--- src/rtl/spi_slave_pkg.sv ---
// spi_slave_pkg: state encoding and sizing helper shared by the SPI slave files
package spi_slave_pkg;
  typedef enum logic [2:0] {IDLE, ADDR, RW, DATA_RD, DATA_WR, DONE} state_t;
  localparam logic RW_READ = 1'b1;
  function automatic int clog2max(input int a, input int b);
    return $clog2((a > b ? a : b) + 1);
  endfunction
endpackage

--- src/rtl/spi_sync_edge.sv ---
// spi_sync_edge: multi-flop synchroniser with single-cycle rise/fall pulses
module spi_sync_edge #(
  parameter int SYNC_STAGES = 2
) (
  input  logic clk,
  input  logic reset,
  input  logic din,
  output logic rise,
  output logic fall
);
  logic [SYNC_STAGES-1:0] sync;
  logic prev;
  // clearing to 0 means a csz held low through reset never looks like a falling edge
  always_ff @(posedge clk) begin
    if (reset) begin
      sync <= '0;
      prev <= 1'b0;
    end else begin
      sync <= {sync[SYNC_STAGES-2:0], din};
      prev <= sync[SYNC_STAGES-1];
    end
  end
  assign rise = sync[SYNC_STAGES-1] & ~prev;
  assign fall = ~sync[SYNC_STAGES-1] & prev;
endmodule

--- src/rtl/spi_slave_bus.sv ---
// spi_slave_bus: mode-0 SPI slave decoding [addr | R/W | data] frames onto a strobe memory bus
module spi_slave_bus
  import spi_slave_pkg::*;
#(
  parameter int ADDR_W      = 7,
  parameter int DATA_W      = 16,
  parameter bit BURST_EN    = 1'b1,
  parameter int SYNC_STAGES = 2
) (
  input  logic              clk,
  input  logic              reset,
  input  logic              sclk,
  input  logic              csz,
  input  logic              sdi,
  output logic              sdo,
  output logic              sdo_oe,
  output logic [ADDR_W-1:0] mem_addr,
  output logic              mem_we,
  output logic [DATA_W-1:0] mem_wdata,
  output logic              mem_re,
  input  logic [DATA_W-1:0] mem_rdata,
  output logic              busy,
  output logic              frame_err
);
  localparam int CW = clog2max(ADDR_W, DATA_W);
  state_t state;
  logic [CW-1:0] cnt;
  logic [ADDR_W-1:0] addr;
  logic [DATA_W-1:0] shreg, hold, shift_in;
  logic [SYNC_STAGES-1:0] sdi_sync;
  logic sdi_s, sclk_rise, sclk_fall, csz_rise, csz_fall, re_d;
  logic in_data, addr_last, word_end, mid_word;
  spi_sync_edge #(.SYNC_STAGES(SYNC_STAGES)) u_sclk (
    .clk(clk), .reset(reset), .din(sclk), .rise(sclk_rise), .fall(sclk_fall)
  );
  spi_sync_edge #(.SYNC_STAGES(SYNC_STAGES)) u_csz (
    .clk(clk), .reset(reset), .din(csz), .rise(csz_rise), .fall(csz_fall)
  );
  always_ff @(posedge clk) begin
    if (reset) sdi_sync <= '0;
    else sdi_sync <= {sdi_sync[SYNC_STAGES-2:0], sdi};
  end
  assign sdi_s     = sdi_sync[SYNC_STAGES-1];
  assign shift_in  = {shreg[DATA_W-2:0], sdi_s};
  assign in_data   = state == DATA_RD || state == DATA_WR;
  assign addr_last = sclk_rise && cnt == CW'(ADDR_W - 1);
  assign word_end  = in_data && sclk_rise && cnt == CW'(DATA_W - 1);
  assign mid_word  = (cnt != '0 || sclk_rise) && !word_end;
  always_ff @(posedge clk) begin
    if (reset) begin
      state     <= IDLE;
      cnt       <= '0;
      addr      <= '0;
      shreg     <= '0;
      hold      <= '0;
      re_d      <= 1'b0;
      sdo       <= 1'b1;
      sdo_oe    <= 1'b0;
      mem_addr  <= '0;
      mem_we    <= 1'b0;
      mem_wdata <= '0;
      mem_re    <= 1'b0;
      busy      <= 1'b0;
      frame_err <= 1'b0;
    end else begin
      mem_we    <= 1'b0;
      mem_re    <= 1'b0;
      frame_err <= 1'b0;
      re_d      <= mem_re;
      if (re_d) hold <= mem_rdata;
      // a word completing on the same clk as csz rising is still written
      if (state != IDLE && csz_rise) begin
        if (state == DATA_WR && word_end) begin
          mem_we    <= 1'b1;
          mem_wdata <= shift_in;
          mem_addr  <= addr;
        end
        frame_err <= state == ADDR || state == RW || (in_data && mid_word);
        state     <= IDLE;
        cnt       <= '0;
        busy      <= 1'b0;
        sdo       <= 1'b1;
        sdo_oe    <= 1'b0;
      end else begin
        case (state)
          IDLE: if (csz_fall) begin
            state <= ADDR;
            busy  <= 1'b1;
            cnt   <= '0;
          end
          ADDR: if (sclk_rise) begin
            addr <= {addr[ADDR_W-2:0], sdi_s};
            cnt  <= addr_last ? '0 : cnt + 1'b1;
            if (addr_last) state <= RW;
          end
          RW: if (sclk_rise) begin
            if (sdi_s == RW_READ) begin
              state    <= DATA_RD;
              sdo_oe   <= 1'b1;
              mem_re   <= 1'b1;
              mem_addr <= addr;
            end else state <= DATA_WR;
          end
          DATA_WR: if (sclk_rise) begin
            shreg <= shift_in;
            cnt   <= word_end ? '0 : cnt + 1'b1;
            if (word_end) begin
              mem_we    <= 1'b1;
              mem_wdata <= shift_in;
              mem_addr  <= addr;
              if (BURST_EN) addr <= addr + 1'b1;
              else state <= DONE;
            end
          end
          DATA_RD: begin
            // the first fall of each word takes its MSB from the freshly captured hold register
            if (sclk_fall) begin
              sdo   <= cnt == '0 ? hold[DATA_W-1] : shreg[DATA_W-1];
              shreg <= (cnt == '0 ? hold : shreg) << 1;
            end
            if (sclk_rise) begin
              cnt <= word_end ? '0 : cnt + 1'b1;
              if (word_end && BURST_EN) begin
                addr     <= addr + 1'b1;
                mem_re   <= 1'b1;
                mem_addr <= addr + 1'b1;
              end else if (word_end) begin
                state  <= DONE;
                sdo    <= 1'b1;
                sdo_oe <= 1'b0;
              end
            end
          end
          default: ;
        endcase
      end
    end
  end
endmodule

--- config.mk ---
export PLATFORM = sky130hd
export DESIGN_NAME = spi_slave_bus
export DESIGN_NICKNAME = d
export VERILOG_FILES = /design/src/rtl/spi_slave_pkg.sv /design/src/rtl/spi_sync_edge.sv /design/src/rtl/spi_slave_bus.sv
export SDC_FILE = /design/constraint.sdc
export NUM_CORES = 1
export LEC_CHECK = 0
export BUFFER_PORTS_ARGS = -buffer_cell sky130_fd_sc_hd__buf_2
export CAP_MARGIN = 10
export CORE_MARGIN = 5
export CORE_UTILIZATION = 40
export CTS_CLUSTER_SIZE = 10
export DETAILED_ROUTE_END_ITERATION = 12
export MAX_ROUTING_LAYER = met4
export SETUP_SLACK_MARGIN = 0.2
export SLEW_MARGIN = 20
export SYNTH_ARGS = -nofsm -noshare
export SYNTH_HDL_FRONTEND = slang
export SYNTH_SLANG_ARGS = --single-unit
--- constraint.sdc ---
create_clock -name clk -period 4.98 [get_ports clk]
set_input_delay 0.249 -clock clk [delete_from_list [all_inputs] [get_ports clk]]
set_output_delay 0.249 -clock clk [all_outputs]
set_load 0.02 [all_outputs]
Yosys cells after proc, flatten, opt, wreduce, memory -nomap -nowiden:

Cells that the tools add are included.

* bits in registers: 85
* logic and storage cells: 128

* $add $sub $neg: 2
* equal/unequal tests: 21
* multiplexer cells: 41
* bitwise logic cells: 9
* reductions and logical operators: 36

Operator list (count)
* $mux 16: 7
* $mux 7: 9
* $pmux 16 s2: 1
* $mux 5: 5
* $pmux 7 s3: 1
* $mux 15: 1
* $mux 3: 5
* $pmux 5 s3: 1
* $pmux 7 s2: 1
* $ne 2x2->1 const B: 6
* $ne 3x3->1 const B: 4
* $reduce_and 4->1: 3
* $reduce_and 5->1: 2
* $reduce_bool 2->1: 5
* $pmux 3 s3: 1
* $reduce_bool 3->1: 3
* $mux 1: 8
* $reduce_and 8->1: 1
* $add 7x1->7 const B: 1
* $logic_and 1x1->1: 7
* $eq 3x2->1 const B: 2
* $ne 2x1->1 const B: 3
* $ne 3x2->1 const B: 2
* $reduce_or 2->1: 3
* other kinds (16): 27

Depth between registers and ports, before layout:

Gate-level depths: netlist of the first run.

* depth after elaboration: 8
* gate-level depth with buffers: 9

Cells and area by module:

From an unflattened synthesis of the first run, not the netlist that was laid out.

* cell total of the unflattened synthesis: 424
* area total of the unflattened synthesis: 3866.2 um2

By module, submodules not included
* spi_slave_bus: times used 1, cells an instance 408, area each 3683.5 um2
* spi_sync_edge: times used 2, cells an instance 8, area each 91.3 um2

Worst setup path before layout of the first run:

OpenSTA, ideal clock, no wires.

* path kind: register to register
* start: register cnt[1]
* end: register mem_addr[0]
* library setup time: 79 ps
* arrival: 2080 ps
* setup slack: 2821 ps
* cell stages (with the launch flop): 10
* buffers on the path: 1
* clock period less this slack: 2159 ps
* cells stage by stage: dfxtp_1 -> ha_1 -> and3_1 -> ha_1 -> nand3b_1 -> a22o_1 -> a221oi_4 -> buf_6 -> nor2_1 -> a211oi_2

* longest elaborated chain between the ends: 5

RTL lines
* start: declaration: RTL line spi_slave_bus.sv:27 `logic [CW-1:0] cnt;`
* start signal: assignment: RTL line spi_slave_bus.sv:93 `cnt <= addr_last ? '0 : cnt + 1'b1;`
* start signal: assignment: RTL line spi_slave_bus.sv:106 `cnt <= word_end ? '0 : cnt + 1'b1;`
* start signal: assignment: RTL line spi_slave_bus.sv:122 `cnt <= word_end ? '0 : cnt + 1'b1;`
* $eq 5x4->1 (*): RTL line spi_slave_bus.sv:47 `assign word_end = in_data && sclk_rise && cnt == CW'(DATA_W - 1);`
* $logic_and 1x1->1 (*): RTL line spi_slave_bus.sv:47
* $logic_and 1x1->1: RTL line spi_slave_bus.sv:73 `if (state == DATA_WR && word_end) begin`
* $ne 2x1->1 (no source line)
* $reduce_and 8->1 (no source line) (*)
* end signal: assignment: RTL line spi_slave_bus.sv:76 `mem_addr <= addr;`
* end signal: assignment: RTL line spi_slave_bus.sv:101 `mem_addr <= addr;`
* end signal: assignment: RTL line spi_slave_bus.sv:110 `mem_addr <= addr;`
* end: declaration: RTL line spi_slave_bus.sv:17 `output logic [ADDR_W-1:0] mem_addr,`

Every way passes the cells marked *; elsewhere a longest branch is shown, timed or not.
A chain may end at the register's enable or synchronous reset.

Worst setup path after layout of the first run:

* start: register state[1]
* end: register shreg[7]

* longest elaborated chain between the ends: 4

RTL lines
* start: declaration: RTL line spi_slave_bus.sv:26 `state_t state;`
* start signal: assignment: RTL line spi_slave_bus.sv:51 `state <= IDLE;`
* start signal: assignment: RTL line spi_slave_bus.sv:79 `state <= IDLE;`
* start signal: assignment: RTL line spi_slave_bus.sv:87 `state <= ADDR;`
* branches (longest 4 deep; another with $reduce_and 4->1)
* end signal: assignment: RTL line spi_slave_bus.sv:105 `shreg <= shift_in;`
* end signal: assignment: RTL line spi_slave_bus.sv:119 `shreg <= (cnt == '0 ? hold : shreg) << 1;`
* end: declaration: RTL line spi_slave_bus.sv:29 `logic [DATA_W-1:0] shreg, hold, shift_in;`

Parallel ways; which one is timed is not known.

==> out/results.ini, run 1 <==
[run_status]
outcome=completed

[pwr]
ir_drop_v=0.000172
pwr-share-comb=0.029
clockPowerShare=0.435
power_switching_mw=0.296
p_leak_nw=1.46
p_int_mw=0.986
cellPowerDensity_mw_per_mm2=304
power_frac_seq=0.536
switching_share=0.231

[synth]
syn_area_mm2=0.00372
synth_warnings=0
synth_nets=458
synth-main-ff-cell=dfxtp_1
async_reset_ff_frac=0
synth_edf_count=0
yosys-top-cells-area=dfxtp_1 46%, nand2_1 6.7%, nor2_1 5.1%
synth-seq-cells=85
ys_seq_area_frac=0.457
yosysTopAreaCell=dfxtp_1
synth.avg_cell_area_um2=8.62
synthCells=432
synth_top_cell_area_share=0.457
synth_cell_types=53

[drt]
drc_errors=0
drt_iter0_markers=150
wl_per_cell_um=14.5
dr.pass1.iters=7
vias=3085
postRouteAntennaNets=0
vias_per_cell=5.31
routed_wirelength_mm=8.42

[cells_and_area]
final_cell_mix=85 x dfxtp_1, 66 x nand2_1, 51 x nor2_1, 49 x buf_2, 28 x a21oi_1
syn_to_final_growth_pct=13.5
multiInputGateArea_mm2=0.00189
final_common_cell=dfxtp_1
final_cell_area_mm2=0.00422
nFillCells=928
ff_latch_area_mm2=0.00170
final_nets=491
drive_gt1_frac=0.170
diodes=0

[hold_path]
hold_class=input port to register
worstHoldPathCells=2

[die]
die_y_um=106
io_pins=50
dieArea_mm2=0.0113
initial_utilization=0.407
rows=35
coreArea_mm2=0.00915
die_w_um=106

[place]
port_buffers=49
dpl-instance-area_mm2=0.00399
finalWeightedCongestion=0.881
hpwl_mm=5.73

[cts]
cts_max_level=3
clk_pin_slew_ns=0.09
cts_tree=built
cts.sinks=85
cts-buffers-inserted=9
cts_buffer_depth=2
postCtsHoldBufs=0
cts_setup_buffers=0
worstSkewPairLatency_ns=0.37
ctsResizeCount=0
root_buffer=clkbuf_8

[worst_setup_path]
rrSetupSlack_ns=2.29
crit_type=register to register
cp-end-kind=register
crit_required_ns=5.24
critPathMaxFanout=32
max_stage_delay_ns=0.69
slowest_stage=a21boi_4
startpoint_type=register
arrival_ns=2.95
path_cells=and3b_1, nand3b_1, a21boi_4, nor2_1, a311oi_1
ff2ff_path_depth=5

[global_routing]
grt_usage=0.160
grt_pass1_wl_mm=14.4
grt-ovfl-total=0
antenna_found_initial=0
grt_pass1_vias=2869
grt_max_degree=81

[timing]
timing.slew.headroom=0.418
rsz0062_at_grt=false
final.setup.tns_ns=0
max_freq_mhz=372
hold_viol=0
slew_viol_final=0
min_period_ns=2.69
worst_pin_slew_ns=0.871
setup_violations=0
skew_ns=0.0140
finalCritPeriodShare=0.540

[flow_run]
cap_violations=0

## synth_stat cells (4+ instances only)
cell	count
nor3_1	6
nand3b_1	5
mux2i_1	18
a21oi_1	28
clkbuf_1	20
ha_1	5
nor2_1	51
nand2_1	66
a311oi_1	17
o31ai_1	4
o21ai_0	8
nand3_1	26
nand2b_1	10
xnor2_1	5
nor2b_1	16
dfxtp_1	85
buf_2	6
## state kept, by name (all words and copies together) (netlist names)
name         count
hold            16
mem_wdata       16
shreg           16
addr             7
mem_addr         7
cnt              5
state            3
sdi_sync         2
u_csz.sync       2
u_sclk.sync      2
busy             1
frame_err        1
mem_re           1
mem_we           1
re_d             1
sdo              1
sdo_oe           1
u_csz.prev       1
u_sclk.prev      1
## stage by stage
stage	instances	worst slack (ns)	utilization	hold WS [ns]	power (mW)
final	581	2.29	0.462	0.0905	1.28
after global routing	581	2.04	0.462	0.0817	1.33
after CTS	581	2.04	0.461	0.0818	1.29
after detailed placement	565	2.05	0.436	0.430	0.741
after global placement	565	2.26	0.436	0.426	0.740
after floorplan	432	2.82	-	0.377	0.726
## routing by layer
metal | share of wire | global-route usage | routed length [um] | vias up
li1 | - | - | - | 1593
met1 | 0.53 | 0.234 | 4440 | 1414
met2 | 0.41 | 0.217 | 3460 | 65
met3 | 0.046 | 0.0358 | 384 | 13
met4 | 0.016 | 0.0548 | 138 | 0
met5 | 0 | - | 0 | -
## worst max-delay path, delay by kind of cell (launching register included)
| family | cells | cell delay (ns) |
|---|---|---|
| flops | 1 | 0.64 |
| simple gates | 3 | 0.97 |
| compound gates | 2 | 0.99 |
## final timing paths
kind                       start              to
hold / removal              sclk  u_sclk.sync[0]
setup reg to reg        state[1]        shreg[7]
setup / recovery        state[1]        shreg[7]
hold reg to reg   u_sclk.sync[0]  u_sclk.sync[1]
## power by group through the flow
stage | Combinational (mW) | Sequential [mW] | Clock (mW)
floorplan | 0.0243 | 0.702 | 0
global placement | 0.0374 | 0.703 | 0
detailed placement | 0.0379 | 0.703 | 0
CTS | 0.0378 | 0.687 | 0.569
global route | 0.0416 | 0.688 | 0.599
finish | 0.0375 | 0.687 | 0.558
## final cells by class
| type | count | area share |
|---|---|---|
| inverters | 3 | 0.00267 |
| clock inverters | 7 | 0.0243 |
| flip-flops and latches | 85 | 0.403 |
| repair buffers | 51 | 0.0616 |
| clock buffers | 9 | 0.0293 |
| well taps | 111 | 0.0329 |
| multi-input cells | 315 | 0.446 |
## cell families (layout without fill, tap and decap cells)
group / after synthesis / after routing / synth area share
XOR/XNOR: 6 / 6 / 0.0141
adder cells (fa/ha/maj): 5 / 5 / 0.0168
AND/OR/NAND/NOR: 198 / 198 / 0.252
flip-flops: 85 / 85 / 0.457
AO/OA/AOI/OAI: 88 / 88 / 0.173
multiplexers: 18 / 18 / 0.0484
buffers and inverters: 32 / 70 / 0.0383
No activity file was read; power rests on OpenSTA's default activity.
==> inputs of run 2 (changes only) <==
- clock period: 4.98 -> 2.6 ns (I/O delays scaled with it)
==> out/results.ini, run 2 (synthesized netlist as in run 1, its figures left out) <==
[worst_setup_path]
critPathLaunch=cnt[1]
path_cells=ha_1, and3_1, ha_2, nand3b_1, a22o_1, a221oi_4, buf_12, nor2_1, a311oi_1
reg2reg_from=cnt[1]
critPathMaxFanout=13  ; -59%
slowest_stage=dfxtp_2
max_stage_delay_ns=0.37  ; -0.32 ns
startpoint_type=register
cp-end-kind=register
arrival_ns=2.45  ; -0.50 ns
crit_required_ns=2.86  ; -2.38 ns
crit_type=register to register

[cells_and_area]
syn_to_final_growth_pct=16.6
final_nets=510  ; +3.9%
final_cells=600  ; +3.3%
final_common_cell=dfxtp_1
final_cell_mix=83 x dfxtp_1, 66 x nand2_1, 51 x nor2_1, 49 x buf_2, 28 x a21oi_1
diodes=0  ; unchanged
reg_top3=hold (16), mem_wdata (16), shreg (16)
final_cell_area_mm2=0.00434  ; +2.7%
drive_gt1_frac=0.194  ; +0.0241

[die]
initial_utilization=0.407  ; unchanged
rows=35  ; unchanged
die_w_um=106  ; unchanged
coreArea_mm2=0.00915  ; unchanged
io_pins=50  ; unchanged
dieArea_mm2=0.0113  ; unchanged
die_y_um=106  ; unchanged

[timing]
hold_viol=0  ; unchanged
min_period_ns=2.19  ; -0.500 ns
rsz0062_at_grt=false
max_freq_mhz=457  ; +23%
worst_pin_slew_ns=0.896  ; +0.0243 ns
timing.slew.headroom=0.402  ; -0.0162
slew_viol_final=0  ; unchanged
skew_ns=0.00731  ; -0.00669 ns
final.setup.tns_ns=0  ; unchanged
setup_violations=0  ; unchanged
finalCritPeriodShare=0.842  ; +0.302

[drt]
drt_iter0_markers=218  ; +45%
drc_errors=0  ; unchanged
postRouteAntennaNets=0  ; unchanged
dr.pass1.iters=5  ; -2
vias=3113  ; +0.91%
vias_per_cell=5.19  ; -2.3%
wl_per_cell_um=13.9  ; -3.8%
routed_wirelength_mm=8.36  ; -0.69%

[cts]
root_buffer=clkbuf_8
cts-buffers-inserted=9  ; unchanged
clk_pin_slew_ns=0.08  ; about the same
cts.sinks=85  ; unchanged
cts_tree=built
worstSkewPairLatency_ns=0.35  ; -0.02 ns
cts_max_level=3  ; unchanged
cts_buffer_depth=2  ; unchanged

[global_routing]
antenna_found_initial=0  ; unchanged
grt_usage=0.156  ; -0.00420
grt_pass1_vias=2828  ; -1.4%
grt_pass1_wl_mm=14.1  ; -1.8%
grt-ovfl-total=0  ; unchanged
grt_max_degree=56  ; -31%

[pwr]
p_leak_nw=1.52  ; +4.1%
ir_drop_v=0.000221  ; +28%
p_total_mw=2.25  ; +75%
cellPowerDensity_mw_per_mm2=518  ; +71%

[hold_path]
hold_class=input port to register
worstHoldStart=mem_rdata[15]

[place]
port_buffers=49  ; unchanged
finalWeightedCongestion=0.814  ; -7.6%
dp_cells=577  ; +2.1%
dpl-instance-area_mm2=0.00408  ; +2.3%
hpwl_mm=5.84  ; +1.9%

[flow_run]
cap_violations=0  ; unchanged

[run_status]
outcome=completed

[run 2: cell count changes in the layout (fill, tap and decap cells not counted), sizes merged]
cell / previous run / this run
dlygate4sd3: 0 / 6
clkbuf: 9 / 10
bufinv: 2 / 0
clkinvlp: 0 / 1
buf: 51 / 64
[run 2: final timing paths]
kind	to	slack, ns	depth (start not counted)
worst max-delay path	mem_addr[1]	0.41	9
worst max register to register	mem_addr[1]	0.41	9
worst min-delay path	hold[15]	0.02	3
worst min register to register	sdi_sync[1]	0.44	1
[run 2: worst max-delay path: cells and delay by family (launching register included)]
family                     cells  cell delay, ns
AOI/OAI and AO/OA              3            0.80
buffers and inverters          1            0.17
adders and majority gates      2            0.42
and+or+nand+nor                3            0.33
DFF                            1            0.37
[run 2: timing repair]
item / CTS / global route
buffers inserted: 1 / 0
hold buffers: 6 / 0
hold endpoints to repair: 6 / 0
endpoints found under the setup margin: 7 / 7
gates resized for setup: 0 / 3
pin swaps: 1 / 0
[run 2: routing by layer]
metal	GRT usage	vias up	wire, um
met1	0.225	1423	4270
li1	-	1621	-
met2	0.218	65	3670
met3	0.0261	4	350
met5	-	-	0
met4	0.0584	0	61
[run 2: through the flow]
step	utilization	worst slack (ns)	hold WS [ns]
2_1_floorplan	-	0.441	0.258
3_3_place_gp	0.446	0.311	0.347
3_5_place_dp	0.446	0.164	0.357
4_1_cts	0.474	0.305	0.00177
5_1_grt	0.474	0.211	0.00460
6_report	0.474	0.410	0.0189
[run 2: area by class of cell]
type / count / area [um^2]
fillers: 916 / 4810
multi-input cells: 315 / 1880
flip-flops and latches: 85 / 1700
repair buffers: 70 / 430
well taps: 111 / 139
clock buffers: 10 / 128
clock inverters: 6 / 46.3
inverters: 3 / 11.3
[run 2: where the power goes]
part / switching [mW] / total, mW / leakage (nW) / internal [mW]
combinational: 0.0476 / 0.0819 / 0.744 / 0.0344
clock: 0.492 / 0.850 / 0.0890 / 0.358
sequential: 0.00740 / 1.32 / 0.687 / 1.31
